[config.mk]
export PLATFORM = sky130hd
export DESIGN_NAME = instr_fetch_buffer
export DESIGN_NICKNAME = d
export VERILOG_FILES = /design/src/rtl/if_pkg.sv /design/src/rtl/instr_fetch_buffer_fetch_fifo.sv /design/src/rtl/instr_fetch_buffer.sv
export SDC_FILE = /design/constraint.sdc
export NUM_CORES = 1
export LEC_CHECK = 0
export CAP_MARGIN = 15
export CORE_MARGIN = 2
export CORE_UTILIZATION = 51
export DETAILED_ROUTE_END_ITERATION = 16
export PLACE_DENSITY_LB_ADDON = 0.2
export SLEW_MARGIN = 30
export SYNTH_ARGS = -nofsm -noshare
export SYNTH_HDL_FRONTEND = slang
export SYNTH_SLANG_ARGS = --single-unit
[constraint.sdc]
create_clock -name clk -period 5.3 [get_ports clk]
set_input_delay 1.325 -clock clk [delete_from_list [all_inputs] [get_ports clk]]
set_output_delay 1.325 -clock clk [all_outputs]
set_load 0.05 [all_outputs]
[src/rtl/if_pkg.sv]
// Shared IF-stage types: fetch entry payload and instruction-width constants.
package if_pkg;

    localparam int unsigned XLEN = 32;
    localparam logic [XLEN-1:0] NOP_INSTR = 32'h00000013;

    typedef struct packed {
        logic [XLEN-1:0] instr;
        logic [XLEN-1:0] pc;
    } fetch_entry_t;

endpackage

[src/rtl/instr_fetch_buffer_fetch_fifo.sv]
// DEPTH-entry synchronous FIFO of fetch entries with clear and a head read
// straight from the storage registers (no fall-through from the write port).
module fetch_fifo
    import if_pkg::*;
#(
    parameter int unsigned DEPTH = 4
) (
    input  logic                     clk,
    input  logic                     rst,
    input  logic                     push,
    input  logic                     pop,
    input  logic                     clear,
    input  fetch_entry_t             wdata,
    output fetch_entry_t             head,
    output logic [$clog2(DEPTH):0]   count
);

    localparam int unsigned PW = $clog2(DEPTH);
    localparam int unsigned CW = PW + 1;

    fetch_entry_t    mem [DEPTH];
    logic [PW-1:0]   wr_ptr;
    logic [PW-1:0]   rd_ptr;

    // Clear has priority over any same-cycle push or pop.
    always_ff @(posedge clk) begin
        if (rst) begin
            wr_ptr <= '0;
            rd_ptr <= '0;
            count  <= '0;
            for (int i = 0; i < int'(DEPTH); i++) begin
                mem[i] <= '0;
            end
        end else if (clear) begin
            wr_ptr <= '0;
            rd_ptr <= '0;
            count  <= '0;
        end else begin
            if (push) begin
                mem[wr_ptr] <= wdata;
                wr_ptr      <= wr_ptr + PW'(1);
            end
            if (pop) begin
                rd_ptr <= rd_ptr + PW'(1);
            end
            case ({push, pop})
                2'b10:   count <= count + CW'(1);
                2'b01:   count <= count - CW'(1);
                default: count <= count;
            endcase
        end
    end

    assign head = mem[rd_ptr];

    a_no_push_full: assert property (@(posedge clk) disable iff (rst || clear)
        !(push && (count == CW'(DEPTH))))
        else $error("fetch_fifo: push while full");

    a_no_pop_empty: assert property (@(posedge clk) disable iff (rst || clear)
        !(pop && (count == '0)))
        else $error("fetch_fifo: pop while empty");

endmodule

[src/rtl/instr_fetch_buffer.sv]
// IF stage: issues PC reads to 1-cycle instruction memory under a credit
// limit and queues {instr, pc} for the ID stage; flush drops all work.
module instr_fetch_buffer
    import if_pkg::*;
#(
    parameter int unsigned DEPTH   = 4,
    parameter int unsigned IMEM_AW = 10
) (
    input  logic                      clk,
    input  logic                      rst,
    input  logic [31:0]               pc_i,
    input  logic                      pc_valid_i,
    output logic                      pc_ready_o,
    output logic                      imem_req_o,
    output logic [IMEM_AW-1:0]        imem_addr_o,
    input  logic [31:0]               imem_rdata_i,
    input  logic                      flush_i,
    output logic                      id_valid_o,
    input  logic                      id_ready_i,
    output logic [31:0]               id_instr_o,
    output logic [31:0]               id_pc_o,
    output logic [$clog2(DEPTH):0]    count_o
);

    localparam int unsigned CW = $clog2(DEPTH) + 1;

    logic              inflight_q;
    logic [XLEN-1:0]   pc_q;
    logic [CW-1:0]     count;
    logic [CW:0]       occupancy;
    logic              credit;
    logic              fire;
    logic              push;
    logic              pop;
    fetch_entry_t      wentry;
    fetch_entry_t      head;

    // A slot is reserved at issue time, so queued plus in-flight bounds the FIFO.
    assign occupancy  = {1'b0, count} + (CW+1)'(inflight_q);
    assign credit     = occupancy < (CW+1)'(DEPTH);
    assign pc_ready_o = !rst && !flush_i && credit;
    assign fire       = pc_valid_i && pc_ready_o;

    assign imem_req_o  = fire;
    assign imem_addr_o = pc_i[IMEM_AW+1:2];

    always_ff @(posedge clk) begin
        if (rst) begin
            inflight_q <= 1'b0;
            pc_q       <= '0;
        end else begin
            inflight_q <= fire;
            if (fire) begin
                pc_q <= pc_i;
            end
        end
    end

    assign push   = inflight_q && !flush_i && !rst;
    assign pop    = id_valid_o && id_ready_i;
    assign wentry = '{instr: imem_rdata_i, pc: pc_q};

    fetch_fifo #(
        .DEPTH (DEPTH)
    ) u_fifo (
        .clk   (clk),
        .rst   (rst),
        .push  (push),
        .pop   (pop),
        .clear (flush_i),
        .wdata (wentry),
        .head  (head),
        .count (count)
    );

    assign id_valid_o = (count != '0);
    assign id_instr_o = head.instr;
    assign id_pc_o    = head.pc;
    assign count_o    = count;

endmodule
==> impl_metrics.json, run 1 <==
{
  "status": "finished, final reports clean",
  "leakagePower_nw": 5.54,
  "drt_iter0_drc": 391,
  "critPathMostFrequentCell": "clkdlybuf4s50_1",
  "cts_sinks": 298,
  "synth_fp_nets": 856,
  "critPathKind": "in -> out",
  "clkTransAtPathRegs_ns": 0.06,
  "io_buffers": 148,
  "clk_latency_ns": 0.54,
  "routed-via-count": 6835,
  "switching_share_pct": 22.0,
  "r2r_end": "u_fifo.mem[3][45]$_DFFE_PP_",
  "cts_tree": "yes",
  "hold-path-cell-count": 2,
  "drive_above_1_share_pct": 18.8,
  "hpwl_um": 14600,
  "crit_slowest_cell": "clkdlybuf4s50_1",
  "max_slew_margin_pct": 49.6,
  "syn_avg_cell_area_sq_um": 16.2,
  "min_path_type": "reg -> reg",
  "fp.dieArea_sq_um": 26300,
  "routed_wl_um": 26400,
  "synthCells": 785,
  "clkPwrFrac_pct": 39.6,
  "skew_ns": 0.0149,
  "power.density_nw_per_um2": 322,
  "cts_resized": 0,
  "final_cell_mix": "and2_1, edfxtp_1, clkdlybuf4s50_1",
  "final_nets": 991,
  "synth_edf_count": 256,
  "initial_core_util_pct": 52.2,
  "seq_area_frac_synth_pct": 66.9,
  "p_seq_share_pct": 53.3,
  "gp_congestion": 0.736,
  "rr_worst_depth": 5,
  "die_x_um": 162,
  "grt_pass1_wl_um": 41000,
  "fin_ws_ns": 0.849,
  "drtAntennaViolNets": 0,
  "cp.buffers_inverters": 2,
  "setup_viol_count_final": 0,
  "rows": 57,
  "crit_arrival_ns": 3.13,
  "drc": 0,
  "fill_cells": 1789,
  "finalCritPeriodShare_pct": 84.0,
  "core_sq_um": 24400,
  "die_y_um": 162,
  "grt_remaining_overflow": 0,
  "grt_max_degree": 67,
  "ctsHtreeMaxLevel": 1,
  "crit_chain": "clkdlybuf4s50_1 -> or3_4 -> nor2_1 -> clkdlybuf4s50_1",
  "finalHoldViolCount": 0,
  "critPathCaptureType": "output pin",
  "yosysTopAreaCell": "edfxtp_1",
  "viasPerCell": 5.39,
  "worstReg2RegStart": "inflight_q$_SDFF_PP0_",
  "critPathRequiredTime_ns": 3.97,
  "critical-path-top-delay-family": "buffers and inverters",
  "p_int_w": 0.00389,
  "post-route-min-period_ns": 4.45,
  "fmax_mhz": 225,
  "whs_endpoint": "u_fifo.rd_ptr[1]$_SDFFE_PP0N_",
  "synth_area_sq_um": 12700,
  "cts_buffer_depth": 3,
  "grt_usage_pct": 20.5,
  "drv_slew": 0,
  "worstMarginPinSlew_ns": 0.756,
  "cp-start-kind": "input port",
  "yosysUniqueCellTypes": 34,
  "wl_per_cell_um": 20.8,
  "synthTopCellsByArea": "edfxtp_1, and2_1, mux4_2, dfxtp_1, mux2_2",
  "rrSetupSlack_ns": 2.86,
  "first_global_vias": 7401,
  "synthFlopType": "edfxtp_1",
  "cts_made_buffers": 29,
  "io_pins": 149,
  "ctsRootBufferMaster": "clkbuf_16",
  "hold_buffers": 0,
  "post-cts-setup-buffers": 0,
  "rsz0062_at_grt": "false",
  "dr.pass1.iters": 5,
  "p_sw_w": 0.00110,
  "min_from": "u_fifo.rd_ptr[1]$_SDFFE_PP0N_",
  "critical_path.max_stage_delay_ns": 0.81,
  "antenna_found_initial": 1,
  "tns_ns": 0,
  "area_growth_pct": 21.5,
  "synth_top_area_share_pct": 60.3,
  "holdWs_ns": 0.551,
  "dp_slack_ns": 0.846,
  "ir_drop_uv": 198,
  "synthArstFlopShare_pct": 0,
  "combPwrFrac_pct": 7.1,
  "crit_path_max_fanout": 4,
  "cap_violations": 0,
  "ys_seq_elements": 298,
  "yosysWarnings": 0
}
## through the flow
step / utilization, % / power (W) / std cells / area, sq um
after CTS: 63.5 / 0.00502 / 1266 / 15500
after global placement: 59.3 / 0.00305 / 1209 / 14500
final: 63.5 / 0.00499 / 1267 / 15500
after global routing: 63.5 / 0.00514 / 1266 / 15500
after floorplan: - / 0.00291 / 785 / 12700
after detailed placement: 59.6 / 0.00307 / 1213 / 14500
## sequential cells by signal, indices dropped and copies added, names as in the netlist, named ones only
register,cells
inflight_q,1
pc_q,32
u_fifo.count,3
u_fifo.mem,256
u_fifo.rd_ptr,2
u_fifo.wr_ptr,2
## area by class of cell
class                      instances  area (sq um)  area share [%]
sequential                       298          8540            55.1
antenna                            1          2.50          0.0162
clock inverter                    13          80.1           0.517
clock buffer                      40           848            5.48
tap                              324           405            2.62
inverter                           4          15.0          0.0970
multi-input combinational        423          3930            25.4
timing repair buffer             164          1660            10.8
## power by group through the flow
stage                     Clock (W)  Combinational, W  Sequential, W
after global routing        0.00210          0.000372        0.00267
final                       0.00198          0.000353        0.00266
after CTS                   0.00200          0.000358        0.00266
after detailed placement          0          0.000356        0.00271
after floorplan                   0          0.000203        0.00270
after global placement            0          0.000347        0.00270
## synth_stat cells, types with 2 or more instances
master and number:
and2_1 256, edfxtp_1 256, mux4_2 64, dfxtp_1 42
clkbuf_1 33, mux2_2 32, nor2b_1 32, nor2_1 11
buf_4 10, buf_2 7, clkbuf_2 6, or2_2 4
buf_6 3, inv_1 3, xor2_1 3, a21oi_1 2
nor3b_1 2, nor3b_4 2, xnor2_1 2
## worst max-delay path by stage
stage	from	end	slack, ns	cells past startpoint
after floorplan	rst	u_fifo.mem[3][0]$_DFFE_PP_	0.23	4
after global placement	flush_i	pc_ready_o	0.85	4
after detailed placement	flush_i	pc_ready_o	0.85	4
after CTS	flop	id_instr_o[21]	0.82	3
after global routing	flop	id_instr_o[23]	0.72	3
final	flush_i	pc_ready_o	0.85	4
## worst reg2reg max path, stage by stage (launching register included)
cell     delay, ns
dfxtp_1       0.39
nor3b_4       0.23
buf_4         0.62
a21oi_1       0.24
nor2_4        0.12
buf_4         0.46
## metal layers
| layer | global-route usage, % | vias up | routed length [um] |
|---|---|---|---|
| li1 | - | 3108 | - |
| met1 | 27.0 | 3507 | 11300 |
| met2 | 36.3 | 193 | 13200 |
| met3 | 3.27 | 27 | 1570 |
| met4 | 4.47 | 0 | 340 |
| met5 | 0 | - | 0 |
## cells by family (layout without fill, tap and decap cells)
group,after synthesis,in the layout,share of synthesized area [%]
compound gates,8,8,0.452
xor+xnor,5,5,0.344
fa+ha+maj,2,2,0.255
buf+inv,64,221,2.48
flops,298,298,66.9
mux,96,96,14.1
other cells,0,1,0
simple gates,312,312,15.4
Note: power is estimated with default switching activity, not from simulation.
==> run 2: changes to the inputs <==
--- a/config.mk
+++ b/config.mk
@@ -7,7 +7,7 @@
 export LEC_CHECK = 0
 export CAP_MARGIN = 15
 export CORE_MARGIN = 2
-export CORE_UTILIZATION = 51
+export CORE_UTILIZATION = 56
 export DETAILED_ROUTE_END_ITERATION = 16
 export PLACE_DENSITY_LB_ADDON = 0.2
 export SLEW_MARGIN = 30
==> constraint.sdc (replaced) <==
create_clock -name clk -period 4.4 [get_ports clk]
set_input_delay 1.1 -clock clk [delete_from_list [all_inputs] [get_ports clk]]
set_output_delay 1.1 -clock clk [all_outputs]
set_load 0.05 [all_outputs]
==> run 2 against run 1 <==
Compared with the run above:
- via count increased by 1.9%
- critical path depth unchanged
- flip-flop and latch count stayed put
- first-iteration DRC count rose by 16%
- sequential share of layout area is the same
- non-clock buffer count is the same
- register-to-register slack got worse by 0.60 ns
- sequential power up 21%
- highest routed layer unchanged
==> impl_metrics.json, run 2 (synthesized netlist as in run 1, its figures left out) <==
{
  "core_sq_um": 22500,
  "grt_remaining_overflow": 0,
  "skew_ns": 0.00752,
  "largest_register_ffs": 256,
  "min_from": "u_fifo.rd_ptr[1]$_SDFFE_PP0N_",
  "io_buffers": 148,
  "cts_made_buffers": 30,
  "drtAntennaViolNets": 0,
  "area_growth_pct": 21.5,
  "routed_wl_um": 25900,
  "cp.buffers_inverters": 2,
  "biggestRegsByFlops": "u_fifo.mem x256, pc_q x32, u_fifo.count x3",
  "worstReg2RegStart": "inflight_q$_SDFF_PP0_",
  "hold_buffers": 0,
  "cts_sinks": 298,
  "antenna_found_initial": 0,
  "io_pins": 149,
  "rows": 55,
  "post-cts-setup-buffers": 0,
  "rsz0062_at_grt": "false",
  "holdWs_ns": 0.551,
  "cap_violations": 0,
  "max_slew_margin_pct": 49.8,
  "die_x_um": 155,
  "post-route-min-period_ns": 4.01,
  "fill_cells": 1472,
  "cts_tree": "yes",
  "drt_iter0_drc": 454,
  "leakagePower_nw": 5.56,
  "ctsHtreeMaxLevel": 1,
  "fmax_mhz": 249,
  "fp.dieArea_sq_um": 24000,
  "drive_above_1_share_pct": 18.6,
  "hpwl_um": 14400,
  "finalHoldViolCount": 0,
  "ir_drop_uv": 315,
  "cts_resized": 0,
  "grt_pass1_wl_um": 40300,
  "crit_slowest_cell": "clkdlybuf4s50_1",
  "n_antenna_cell": 0,
  "critical_path.max_stage_delay_ns": 0.82,
  "drv_slew": 0,
  "first_global_vias": 7430,
  "gp_congestion": 0.762,
  "die_y_um": 155,
  "tns_ns": 0,
  "final-seq-area_sq_um": 8540,
  "worstMarginPinSlew_ns": 0.752,
  "crit_arrival_ns": 2.91,
  "final_util_pct": 68.8,
  "crit_path_max_fanout": 4,
  "ctsRootBufferMaster": "clkbuf_16",
  "clkTransAtPathRegs_ns": 0.06,
  "power.density_nw_per_um2": 395,
  "critical-path-top-delay-family": "buffers and inverters",
  "routed-via-count": 6967,
  "critPathMostFrequentCell": "clkdlybuf4s50_1",
  "critPathCaptureType": "output pin",
  "viasPerCell": 5.66,
  "fin_ws_ns": 0.392,
  "final_nets": 992,
  "critPathRequiredTime_ns": 3.30,
  "clk_latency_ns": 0.54,
  "multi_input_area_sq_um": 3930,
  "dr.pass1.iters": 4,
  "cts_buffer_depth": 3,
  "grt_usage_pct": 22.1,
  "final_cell_mix": "and2_1, edfxtp_1, clkdlybuf4s50_1",
  "grt_max_degree": 66,
  "status": "finished, final reports clean",
  "critPathKind": "in -> out",
  "drc": 0,
  "cp-start-kind": "input port",
  "dp_slack_ns": 0.406,
  "startpoint": "flush_i",
  "wl_per_cell_um": 21.1,
  "min_path_type": "reg -> reg",
  "finalCritPeriodShare_pct": 91.1,
  "initial_core_util_pct": 56.6,
  "setup_viol_count_final": 0,
  "crit_chain": "clkdlybuf4s50_1 -> or3_4 -> nor2_1 -> clkdlybuf4s50_1",
  "largest_register": "u_fifo.mem"
}
[run 2: path summary, 6_finish.rpt]
check / endpoint / slack, ns / depth (start not counted)
max: pc_ready_o / 0.39 / 4
min: flop / 0.55 / 2
max reg2reg: u_fifo.mem[1][5]$_SDFFCE_PN0P_ / 2.26 / 5
min reg2reg: flop / 0.55 / 2
[run 2: layout make-up]
class	instances	share of cell area [%]
Sequential cell	298	55.1
Multi-Input combinational cell	423	25.4
Timing Repair Buffer	164	10.8
Clock buffer	38	5.38
Tap cell	285	2.30
Clock inverter	18	0.921
Inverter	4	0.0970
[run 2: power by group]
group	internal (W)	total (W)	switching, W
Sequential	0.00317	0.00321	0.0000391
Clock	0.00145	0.00248	0.00103
Combinational	0.000176	0.000425	0.000249
Total	0.00479	0.00611	0.00132
[run 2: stage by stage]
stage / power (W) / area (sq um) / cells
after floorplan: 0.00350 / 12700 / 785
after global placement: 0.00368 / 14500 / 1174
after detailed placement: 0.00369 / 14500 / 1174
after CTS: 0.00615 / 15500 / 1230
after global routing: 0.00629 / 15500 / 1230
final: 0.00611 / 15500 / 1230
[run 2: layer usage]
metal  global-route usage, %  up-vias  part of all wire [%]
li1                        -     3113                     -
met1                    28.7     3573                    40
met2                    39.1      236                    51
met3                    3.64       45                   6.0
met4                    5.69        0                   2.3
met5                       0        -                     0
[run 2: worst register-to-register path: stages (launching register included)]
cell	delay (ns)
dfxtp_1	0.38
nor3b_4	0.26
inv_2	0.11
nor3b_4	0.21
or2_4	0.50
buf_12	0.33
